### src/rtl/period_meter_pkg.sv
// Shared definitions for the period meter: FSM state encoding and parameter defaults.
package period_meter_pkg;

  typedef enum logic {
    ARM     = 1'b0,
    MEASURE = 1'b1
  } pm_state_e;

  localparam int unsigned PM_CNT_W   = 32;
  localparam int unsigned PM_TIMEOUT = 100_000_000;

endpackage

### src/rtl/period_meter_sync_edge_det.sv
// Two-flop synchronizer for an asynchronous input followed by a one-flop edge detector.
module sync_edge_det (
  input  logic clk_in,
  input  logic rst_n,
  input  logic d,
  output logic rise,
  output logic fall
);

  logic s1_q;
  logic s2_q;
  logic prev_q;

  always_ff @(posedge clk_in or negedge rst_n) begin
    if (!rst_n) begin
      s1_q   <= 1'b0;
      s2_q   <= 1'b0;
      prev_q <= 1'b0;
    end else begin
      s1_q   <= d;
      s2_q   <= s1_q;
      prev_q <= s2_q;
    end
  end

  // Edges are flagged combinationally so the FSM reacts on the third clock after d moves.
  assign rise = s2_q & ~prev_q;
  assign fall = ~s2_q & prev_q;

endmodule

### src/rtl/period_meter.sv
// Measures period and high time of an asynchronous square wave in clk_in cycles,
// with a valid/ack result handshake plus sticky timeout and overrun flags.
module period_meter
  import period_meter_pkg::*;
#(
  parameter int unsigned CNT_W   = PM_CNT_W,
  parameter int unsigned TIMEOUT = PM_TIMEOUT
) (
  input  logic             clk_in,
  input  logic             rst_n,
  input  logic             sig_in,
  input  logic             meas_ack,
  output logic             meas_valid,
  output logic [CNT_W-1:0] period,
  output logic [CNT_W-1:0] high_time,
  output logic             timeout,
  output logic             overrun
);

  // TIMEOUT must stay below 2^CNT_W so cnt reaches this value before it could wrap.
  localparam logic [CNT_W-1:0] CNT_LAST = CNT_W'(TIMEOUT - 1);

  pm_state_e        state_q, state_d;
  logic [CNT_W-1:0] cnt_q, cnt_d;
  logic [CNT_W-1:0] hi_cap_q, hi_cap_d;
  logic [CNT_W-1:0] period_q, period_d;
  logic [CNT_W-1:0] high_q, high_d;
  logic             valid_q, valid_d;
  logic             to_q, to_d;
  logic             ovr_q, ovr_d;
  logic             rise, fall;
  logic             load;
  logic             ack_s;

  sync_edge_det u_sync (
    .clk_in (clk_in),
    .rst_n  (rst_n),
    .d      (sig_in),
    .rise   (rise),
    .fall   (fall)
  );

  assign load  = (state_q == MEASURE) && rise;
  assign ack_s = meas_ack && valid_q;

  always_comb begin
    state_d  = state_q;
    cnt_d    = cnt_q;
    hi_cap_d = hi_cap_q;
    to_d     = to_q;
    case (state_q)
      ARM: begin
        if (rise) begin
          state_d = MEASURE;
          cnt_d   = CNT_W'(1);
        end
      end
      MEASURE: begin
        if (rise) begin
          cnt_d = CNT_W'(1);
        end else if (cnt_q == CNT_LAST) begin
          state_d = ARM;
          cnt_d   = '0;
          to_d    = 1'b1;
        end else begin
          if (fall) hi_cap_d = cnt_q;
          cnt_d = cnt_q + CNT_W'(1);
        end
      end
      default: state_d = ARM;
    endcase
    if (load) to_d = 1'b0;
  end

  // A load wins over an acknowledge in the same cycle; an ack still consumes the old result.
  always_comb begin
    period_d = period_q;
    high_d   = high_q;
    valid_d  = valid_q;
    ovr_d    = ovr_q;
    if (load) begin
      period_d = cnt_q;
      high_d   = hi_cap_q;
      valid_d  = 1'b1;
      if (valid_q && !meas_ack) ovr_d = 1'b1;
    end else if (ack_s) begin
      valid_d = 1'b0;
      ovr_d   = 1'b0;
    end
  end

  always_ff @(posedge clk_in or negedge rst_n) begin
    if (!rst_n) begin
      state_q  <= ARM;
      cnt_q    <= '0;
      hi_cap_q <= '0;
      period_q <= '0;
      high_q   <= '0;
      valid_q  <= 1'b0;
      to_q     <= 1'b0;
      ovr_q    <= 1'b0;
    end else begin
      state_q  <= state_d;
      cnt_q    <= cnt_d;
      hi_cap_q <= hi_cap_d;
      period_q <= period_d;
      high_q   <= high_d;
      valid_q  <= valid_d;
      to_q     <= to_d;
      ovr_q    <= ovr_d;
    end
  end

  assign meas_valid = valid_q;
  assign period     = period_q;
  assign high_time  = high_q;
  assign timeout    = to_q;
  assign overrun    = ovr_q;

endmodule

### config.mk
export PLATFORM = sky130hd
export DESIGN_NAME = period_meter
export DESIGN_NICKNAME = d
export VERILOG_FILES = /design/src/rtl/period_meter_pkg.sv /design/src/rtl/period_meter_sync_edge_det.sv /design/src/rtl/period_meter.sv
export SDC_FILE = /design/constraint.sdc
export NUM_CORES = 1
export LEC_CHECK = 0
export BUFFER_PORTS_ARGS = -buffer_cell sky130_fd_sc_hd__buf_2
export CORE_UTILIZATION = 35
export CTS_CLUSTER_DIAMETER = 200
export DETAILED_ROUTE_END_ITERATION = 10
export GPL_TIMING_DRIVEN = 0
export PLACE_DENSITY = 0.62
export SETUP_SLACK_MARGIN = 0.05
export SYNTH_ARGS = -nofsm -noshare
export SYNTH_HDL_FRONTEND = slang
export SYNTH_SLANG_ARGS = --single-unit
### constraint.sdc
create_clock -name clk_in -period 2.9 [get_ports clk_in]
set_clock_uncertainty 0.1 [all_clocks]
set_input_delay 0.29 -clock clk_in [delete_from_list [all_inputs] [get_ports clk_in]]
set_output_delay 0.29 -clock clk_in [all_outputs]
set_load 0.02 [all_outputs]
* Yosys cells after proc, flatten, opt, wreduce, memory -nomap -nowiden
Cells that the tools add are included.
** Cells by class
- Add/subtract/negate cells :: 1
- Equality and inequality tests :: 4
- Muxes and demuxes :: 16
- Bitwise logic cells :: 7
- Reductions and logical operators :: 10
** Operators with widths (number)
- $mux W32 :: 3
- $pmux W32 S2 :: 1
- $add A32 B1 Y32 const B :: 1
- $eq A32 B27 Y1 const B :: 1
- $mux W1 :: 11
- $reduce_bool A2 Y1 :: 3
- $not A1 Y1 :: 5
- $ne A2 B1 Y1 const B :: 2
- $reduce_and A4 Y1 :: 1
- $logic_and A1 B1 Y1 :: 3
- $reduce_and A3 Y1 :: 1
- $and A1 B1 Y1 :: 2
- $ne A2 B2 Y1 const B :: 1
- $pmux W1 S2 :: 1
- $reduce_and A2 Y1 :: 1
- $logic_not A1 Y1 :: 1
** Storage, ports and cells
- Flip-flop bits (word level) :: 135
- Output and inout port bits :: 67
- Logic and storage cells :: 49

* Depth between registers and ports, before layout
Gate-level depths: netlist of the first run.
- Depth in word-level cells :: 5
- Gate-level depth with buffers :: 8
- Depth with buffers taken out :: 6

* Modules after synthesis
A second synthesis of the first run with hierarchy kept.
** Unflattened totals
- Cells, all modules :: 447
- Area, all modules :: 5868.1 um^2
** Modules (own cells, without submodules)
- period_meter :: times used 1, cells an instance 442, area an instance 5778.0 um^2, seq. area each 3303.2 um^2
- sync_edge_det :: times used 1, cells an instance 5, area an instance 90.1 um^2, seq. area each 75.1 um^2

* Least setup slack after synthesis of the first run
Ideal clock, no wire load.
- Path type :: register to register
- Start :: register cnt_q[28]
- End :: register hi_cap_q[0]
- Library setup time :: 0.125 ns
- Arrival time :: 2.188 ns
- Required time :: 2.675 ns
- Slack :: 0.487 ns
- Stages on the path, launching flop included :: 8
- Clock period less this slack :: 2.413 ns
- Cells stage by stage :: dfrtp_1 > or4b_1 > nor4_2 > nand3_2 > and4b_1 > buf_6 > buf_6 > mux2_4
** On the way
- Longest elaborated chain between the ends :: 3
** RTL lines
- from (decl) :: line period_meter.sv:24 : logic [CNT_W-1:0] cnt_q, cnt_d;
- from (signal assigned) :: line period_meter.sv:104 : cnt_q <= cnt_d;
- $eq A32 B27 Y1 :: line period_meter.sv:61 : end else if (cnt_q == CNT_LAST) begin
- $not A1 Y1 (no line)
- $reduce_and A4 Y1 (no line)
- to (signal assigned) :: line period_meter.sv:105 : hi_cap_q <= hi_cap_d;
- to (decl) :: line period_meter.sv:25 : logic [CNT_W-1:0] hi_cap_q, hi_cap_d;
No other way between the ends.
A chain may end at the register's enable or synchronous reset.

* Worst setup path after layout of the first run
- Start :: register cnt_q[28]
- End :: register cnt_q[3]
** On the way
- Longest elaborated chain between the ends :: 4
** RTL lines
- $eq A32 B27 Y1 :: line period_meter.sv:61
- $mux W32 :: line period_meter.sv:61
- $mux W32 :: line period_meter.sv:59 : if (rise) begin
- $pmux W32 S2 :: line period_meter.sv:51 : case (state_q)
No other way between the ends.

==> summary.txt, run 1 <==
status: completed
commonest non-fill, non-tap cells in the layout: 135 x dfrtp_1, 69 x buf_2, 62 x mux2_2
r2r worst-path depth: 7
Min Hold Slack: 0.2537 ns
routability congestion estimate: 0.8980
DIE AREA: 0.01760 sq mm
final instance area: 0.007352 sq mm
Post-Synth XOR/XNOR Area: 0.005864
Synth Flop Type: dfrtp_1
WHS Path Cells: 0
Hold Path End: u_sync.s2_q
number of flops mapped to enable cells by yosys: 0
Worst Tran Pin Value: 0.7097 ns
DP Worst Slack: -0.09539 ns
Slew Limit Fails: 0
main combinational cell family by area after synthesis: multiplexers
CP peak stage delay: 0.61 ns
fin crit share: 0.9182
CP Launch Point: cnt_q[28]
final setup vio count: 0
Syn Std Cell Area: 0.005974 sq mm
FFs w/ async S/R, synth: 1.000
Synth Area in Adders: 0.002094
DR pass1 iterations: 5
Area Growth Syn to Fin: 23.06%
clock net sink count: 135
minimum clock period: 2.663 ns
worst path required time: 3.07 ns
Initial Util: 0.3590
Overflow after GRT: 0
routed vias/inst: 5.367
#FFs+latches synth: 135
vias in the first global route: 4366
VDD IR max: 378.0 uV
synth warn: 0
Yosys cell types: 47
Lkg Pwr: 3.566 nW
H-tree levels: 4
gr usage total: 0.1781
CTS root buffer: clkbuf_16
Max Cap Viol: 0
Ports: 71
clock buffers created by TritonCTS: 17
power consumption: 0.004893 W
Slew Limit Headroom: 0.5225
worst r2r dst: cnt_q[3]
share of post-route cells with drive strength above 1: 0.3532
Syn Inst Count: 479
chip height: 132.7 um
Mapped Avg Cell Area: 12.47 sq um
most common cell after layout, fill and taps aside: dfrtp_1
# diodes: 0
fillers: 1531
RSZ-0062 raised after global routing: no
post-synth net total: 484
core area: 0.01664 sq mm
Max clock buf depth: 2
R2R Setup Slk: 0.24 ns
IO Port Bufs: 70
reg2reg start: cnt_q[28]
critical path, cell by cell: or4b_1 -> nor4_2 -> nand3_2 -> buf_4 -> clkbuf_1 -> a22oi_1 -> o31ai_1
CTS clk-pin slew, worst paths: 0.06 ns
Arr. time, crit path: 2.83 ns
placed cell areas: 0.006634 sq mm
final wirelength: 14720 um
worst hold path startpoint: u_sync.s1_q
DR iter-0 viols: 320
antenna violations before repair: 0
final hold vios: 0
Final ANT Viol Nets: 0
CP Capture Type: flop
register area share after synthesis: 0.5654
final worst slack: 0.2374 ns
CTS tree: yes
Setup crit start kind: flop
DP HPWL: 10100 um
crit-path max FO: 10
pin count of the biggest net entering global routing: 73
global-route wire length before repair: 24010 um
Routed wire per std cell: 18.26 um
nets: 579
Slowest-stage cell, CP: or4b_1
via count: 4326
simple-gate area share of the yosys netlist: 0.1210
HP Class: reg2reg
multiplexer area fraction after synthesis: 0.1939
pwr/cell area: 665.5 mW/mm^2
site row count: 47
DRC: 0
die width: 132.7 um
clk_lat worst skew: 0.41 ns
Fmax: 375.6 MHz
CP Class: reg2reg
Synth Area in Compound Gates: 0.08021
==> worst max path at each step <==
stage              endpoint  slack, ns  cells past startpoint
3_5_place_dp      cnt_q[18]       -0.1                      6
3_3_place_gp   hi_cap_q[24]      -0.35                      1
4_1_cts        hi_cap_q[24]       0.16                      7
5_1_grt           cnt_q[23]       0.14                      7
6_report           cnt_q[3]       0.24                      7
2_1_floorplan   hi_cap_q[0]       0.49                      7
==> routing by layer <==
| metal | wire [um] | GRT usage | vias up |
|---|---|---|---|
| li1 | - | - | 1963 |
| met1 | 6664 | 0.2329 | 2172 |
| met2 | 6878 | 0.2787 | 165 |
| met3 | 843 | 0.04291 | 26 |
| met4 | 332 | 0.08365 | 0 |
| met5 | 0 | 0 | - |
==> critical path, delay by kind of cell (launching register included) <==
family                 cells  cell delay [ns]
and+or+nand+nor            3             1.07
buffers and inverters      2             0.49
DFF                        1             0.45
AOI/OAI and AO/OA          2             0.40
==> Yosys cell counts (2+ instances only) <==
| library cell | count | share of area |
|---|---|---|
| xnor2_1 | 2 | 0.0029 |
| nor4_1 | 3 | 0.0031 |
| and4_1 | 6 | 0.0088 |
| mux2_2 | 62 | 0.12 |
| a21oi_1 | 7 | 0.0059 |
| or3_1 | 3 | 0.0031 |
| inv_1 | 6 | 0.0038 |
| a31oi_1 | 12 | 0.013 |
| nor3_1 | 4 | 0.0034 |
| nor3b_1 | 2 | 0.0025 |
| o21ai_0 | 11 | 0.0092 |
| or2_2 | 2 | 0.0021 |
| a31o_2 | 2 | 0.0029 |
| xor2_1 | 2 | 0.0029 |
| clkbuf_1 | 25 | 0.016 |
| dfrtp_1 | 135 | 0.57 |
| and2_1 | 5 | 0.0052 |
| and3_1 | 7 | 0.0073 |
| nor2_1 | 16 | 0.010 |
| nand2_1 | 40 | 0.025 |
| or4_1 | 2 | 0.0025 |
| nand2b_1 | 2 | 0.0021 |
| a22oi_1 | 5 | 0.0063 |
| nand3_1 | 18 | 0.015 |
| o31ai_1 | 11 | 0.014 |
| o41ai_1 | 5 | 0.0073 |
| o211ai_1 | 4 | 0.0050 |
| buf_1 | 7 | 0.0044 |
| a41oi_1 | 5 | 0.0073 |
| o311ai_0 | 3 | 0.0044 |
| mux2_4 | 30 | 0.075 |
| nand4_1 | 17 | 0.018 |
| buf_6 | 4 | 0.0075 |
==> final cells by class <==
class	instances	area, sq um	area share
Tap cell	220	275.3	0.03744
Timing Repair Buffer	76	429.2	0.05837
Clock inverter	9	170.2	0.02314
Inverter	6	22.52	0.003063
Sequential cell	135	3378	0.4595
Multi-Input combinational cell	302	2427	0.3302
Clock buffer	22	484.2	0.06586
Buffer	36	165.2	0.02246
==> flip-flops by register name, summed over array words and instances (netlist names) <==
signal         cells
period            32
hi_cap_q          32
u_sync.s1_q        1
u_sync.s2_q        1
cnt_q             32
u_sync.prev_q      1
state_q            1
overrun            1
meas_valid         1
high_time         32
timeout            1
==> report_power, final <==
group | leakage [nW] | switching, W | total (W) | internal (W)
sequential | 1.85 | 0.0000688 | 0.00206 | 0.00200
combinational | 1.39 | 0.000281 | 0.000468 | 0.000187
clock | 0.326 | 0.000755 | 0.00236 | 0.00161
==> cell families (layout without fill, tap and decap cells) <==
| group | count (synthesis) | in the layout |
|---|---|---|
| AOI/OAI and AO/OA | 69 | 69 |
| xor gates and xnor gates | 4 | 4 |
| adders and majority gates | 1 | 1 |
| buffers and inverters | 42 | 149 |
| DFF | 135 | 135 |
| muxes | 93 | 93 |
| and+or+nand+nor | 135 | 135 |
==> stage by stage <==
step	TNS, ns	util	std cells
2_1_floorplan	0	-	479
3_3_place_gp	-45.71	0.3966	769
3_5_place_dp	-0.09539	0.3986	770
4_1_cts	0	0.4400	804
5_1_grt	0	0.4418	806
6_report	0	0.4418	806
==> repair_timing <==
action | CTS | global route
buffers inserted | 0 | 2
gates resized for setup | 1 | 3
hold buffers | 3 | 0
pin swaps | 0 | 1
endpoints found under the hold margin | 66 | 0
setup endpoints to repair | 4 | 31
Note: power is estimated with default switching activity, not from simulation.
==> run 2, diff against run 1 <==
- PLACE_DENSITY: 0.62 -> 0.63
- clock period: 2.9 -> 2.4 ns (I/O delays scaled with it)
==> run 2 against run 1 <==
  * The run now ends with setup timing left
  * Sequential power rose by 23%
  * Via count up 0.42%
  * Fmax rose by 8.6%
  * Power up 14%
  * Worst setup slack lost 0.29 ns
  * Global-route usage rose by 0.90 points
  * Cell count increased by 1.9%
  * Die area stayed put
  * Core utilization grew 1.2 points
  * Critical path type unchanged
==> summary.txt, run 2 (synthesis results as in run 1) <==
# diodes: 0 (unchanged)
gr usage total: 0.1872 (+0.009047)
IO Port Bufs: 70 (unchanged)
setup_tns: -1.138 ns (-1.138 ns)
HP Class: reg2reg
Area Growth Syn to Fin: 26.41%
minimum clock period: 2.452 ns (-0.2106 ns)
share of post-route cells with drive strength above 1: 0.4243 (+0.07105)
status: complete, but fails checks
Setup crit start kind: flop
pin count of the biggest net entering global routing: 80 (+9.6%)
via count: 4344 (+0.42%)
Min Hold Slack: 0.2467 ns (-0.007016 ns)
CP Launch Point: cnt_q[9]
site row count: 47 (unchanged)
CP Capture Type: flop
CP peak stage delay: 0.56 ns (-0.05 ns)
core area: 0.01664 sq mm (unchanged)
final hold vios: 0 (unchanged)
most common cell after layout, fill and taps aside: dfrtp_1
RSZ-0062 raised after global routing: yes
final worst slack: -0.05205 ns (-0.2894 ns)
DP Worst Slack: -0.6959 ns (-0.6005 ns)
Overflow after GRT: 0 (unchanged)
failing checks: setup timing
global-route wire length before repair: 24980 um (+4.1%)
fin crit share: 1.022 (+0.1035)
total stage count of the critical path: 7 (unchanged)
Arr. time, crit path: 2.65 ns (-0.18 ns)
DRC: 0 (unchanged)
Lkg Pwr: 3.630 nW (+1.8%)
reg2reg start: cnt_q[9]
Worst Tran Pin Value: 0.6793 ns (-0.03047 ns)
Critical Path Sink: hi_cap_q[4]
nets: 594 (+2.6%)
DR pass1 iterations: 5 (unchanged)
clock net sink count: 135 (unchanged)
final instance area: 0.007552 sq mm (+2.7%)
cell family with most CP delay: simple AND/OR/NAND/NOR gates
DIE AREA: 0.01760 sq mm (unchanged)
Slew Limit Fails: 0 (unchanged)
Final Util: 0.4538 (+0.01203)
clk_lat worst skew: 0.42 ns (about the same)
Slowest-stage cell, CP: or4_4
pwr/cell area: 738.4 mW/mm^2 (+11%)
r2r worst-path depth: 7 (unchanged)
antenna violations before repair: 0 (unchanged)
Slew Limit Headroom: 0.5472 (+0.02468)
die width: 132.7 um (unchanged)
final setup vio count: 30 (+30)
Max clock buf depth: 2 (unchanged)
Final ANT Viol Nets: 0 (unchanged)
vias in the first global route: 4395 (+0.66%)
CTS tree: yes
CTS root buffer: clkbuf_16
R2R Setup Slk: -0.05 ns (-0.29 ns)
placed cell areas: 0.006646 sq mm (+0.19%)
DP HPWL: 10280 um (+1.8%)
final wirelength: 15430 um (+4.9%)
DR iter-0 viols: 401 (+25%)
crit-path max FO: 10 (unchanged)
Fmax: 407.8 MHz (+8.6%)
CP Class: reg2reg
routability congestion estimate: 0.8762 (-2.4%)
routed vias/inst: 5.291 (-1.4%)
H-tree levels: 4 (unchanged)
worst path buffer plus inverter count: 2 (unchanged)
clock buffers created by TritonCTS: 17 (unchanged)
Max Cap Viol: 0 (unchanged)
CTS clk-pin slew, worst paths: 0.06 ns (about the same)
Initial Util: 0.3590 (unchanged)
chip height: 132.7 um (unchanged)
worst path required time: 2.60 ns (-0.47 ns)
commonest non-fill, non-tap cells in the layout: 121 x dfrtp_1, 71 x buf_2, 62 x mux2_2
WHS Path Cells: 0 (unchanged)
critical path, cell by cell: or4_4 -> nor4_4 -> nand3_4 -> and4b_1 -> buf_8 -> buf_12 -> mux2_4
Ports: 71 (unchanged)
worst r2r dst: hi_cap_q[4]
VDD IR max: 475.0 uV (+26%)
Routed wire per std cell: 18.80 um (+2.9%)
## run 2: changes by cell type in the layout (fill, tap and decap cells not counted), moves of 3 or more
cell / before / now
clkinvlp_4: 0 / 3
bufinv_16: 5 / 1
dfrtp_1: 135 / 121
buf_6: 5 / 1
clkbuf_1: 26 / 15
buf_12: 0 / 4
buf_4: 2 / 19
dfrtp_2: 0 / 14
clkbuf_2: 0 / 3
## run 2: worst min-delay path by stage
stage	from	endpoint	slack, ns
after global placement	u_sync.s1_q	u_sync.s2_q	0.23
after global routing	u_sync.s1_q	u_sync.s2_q	0.25
after detailed placement	rst_n	high_time[17]	0.15
after CTS	u_sync.s1_q	u_sync.s2_q	0.25
final	u_sync.s1_q	u_sync.s2_q	0.25
after floorplan	rst_n	cnt_q[0]	-0.16
## run 2: layout make-up
type                       instances  area [sq um]
inverter                           6         22.52
timing repair buffer              96         631.9
fill                            1508          9090
sequential                       135          3396
clock buffer                      19         452.9
clock inverter                    12         103.9
buffer                            31         182.7
multi-input combinational        302          2487
tap                              220         275.3
## run 2: where the power goes
group	switching (W)	internal (W)
logic	0.000333	0.000273
clock network	0.000974	0.00147
registers	0.000114	0.00242
## run 2: worst register-to-register path, cell delays in order (launching register included)
cell,delay (ns)
dfrtp_1,0.40
or4_4,0.56
nor4_4,0.31
nand3_4,0.13
and4b_1,0.22
buf_8,0.16
buf_12,0.16
mux2_4,0.29
## run 2: timing repair
| action | CTS | global route |
|---|---|---|
| cloned | 2 | 0 |
| resized for setup | 24 | 22 |
| hold buffers | 3 | 0 |
| setup endpoints to repair | 56 | 50 |
| hold endpoints to repair | 59 | 0 |
| pin swaps | 3 | 3 |
| buffers inserted | 12 | 8 |
## run 2: per-layer routing
metal,GRT usage,up-vias,routed length (um)
li1,-,1986,-
met1,0.2599,2197,7180
met2,0.2711,134,7035
met3,0.04444,27,732
met4,0.09770,0,484
met5,0,-,0
## run 2: per-stage QoR
stage	std cells	power (W)
6_report	821	0.005577
5_1_grt	821	0.005803
4_1_cts	814	0.005571
3_5_place_dp	770	0.003107
3_3_place_gp	769	0.003077
2_1_floorplan	479	0.002883
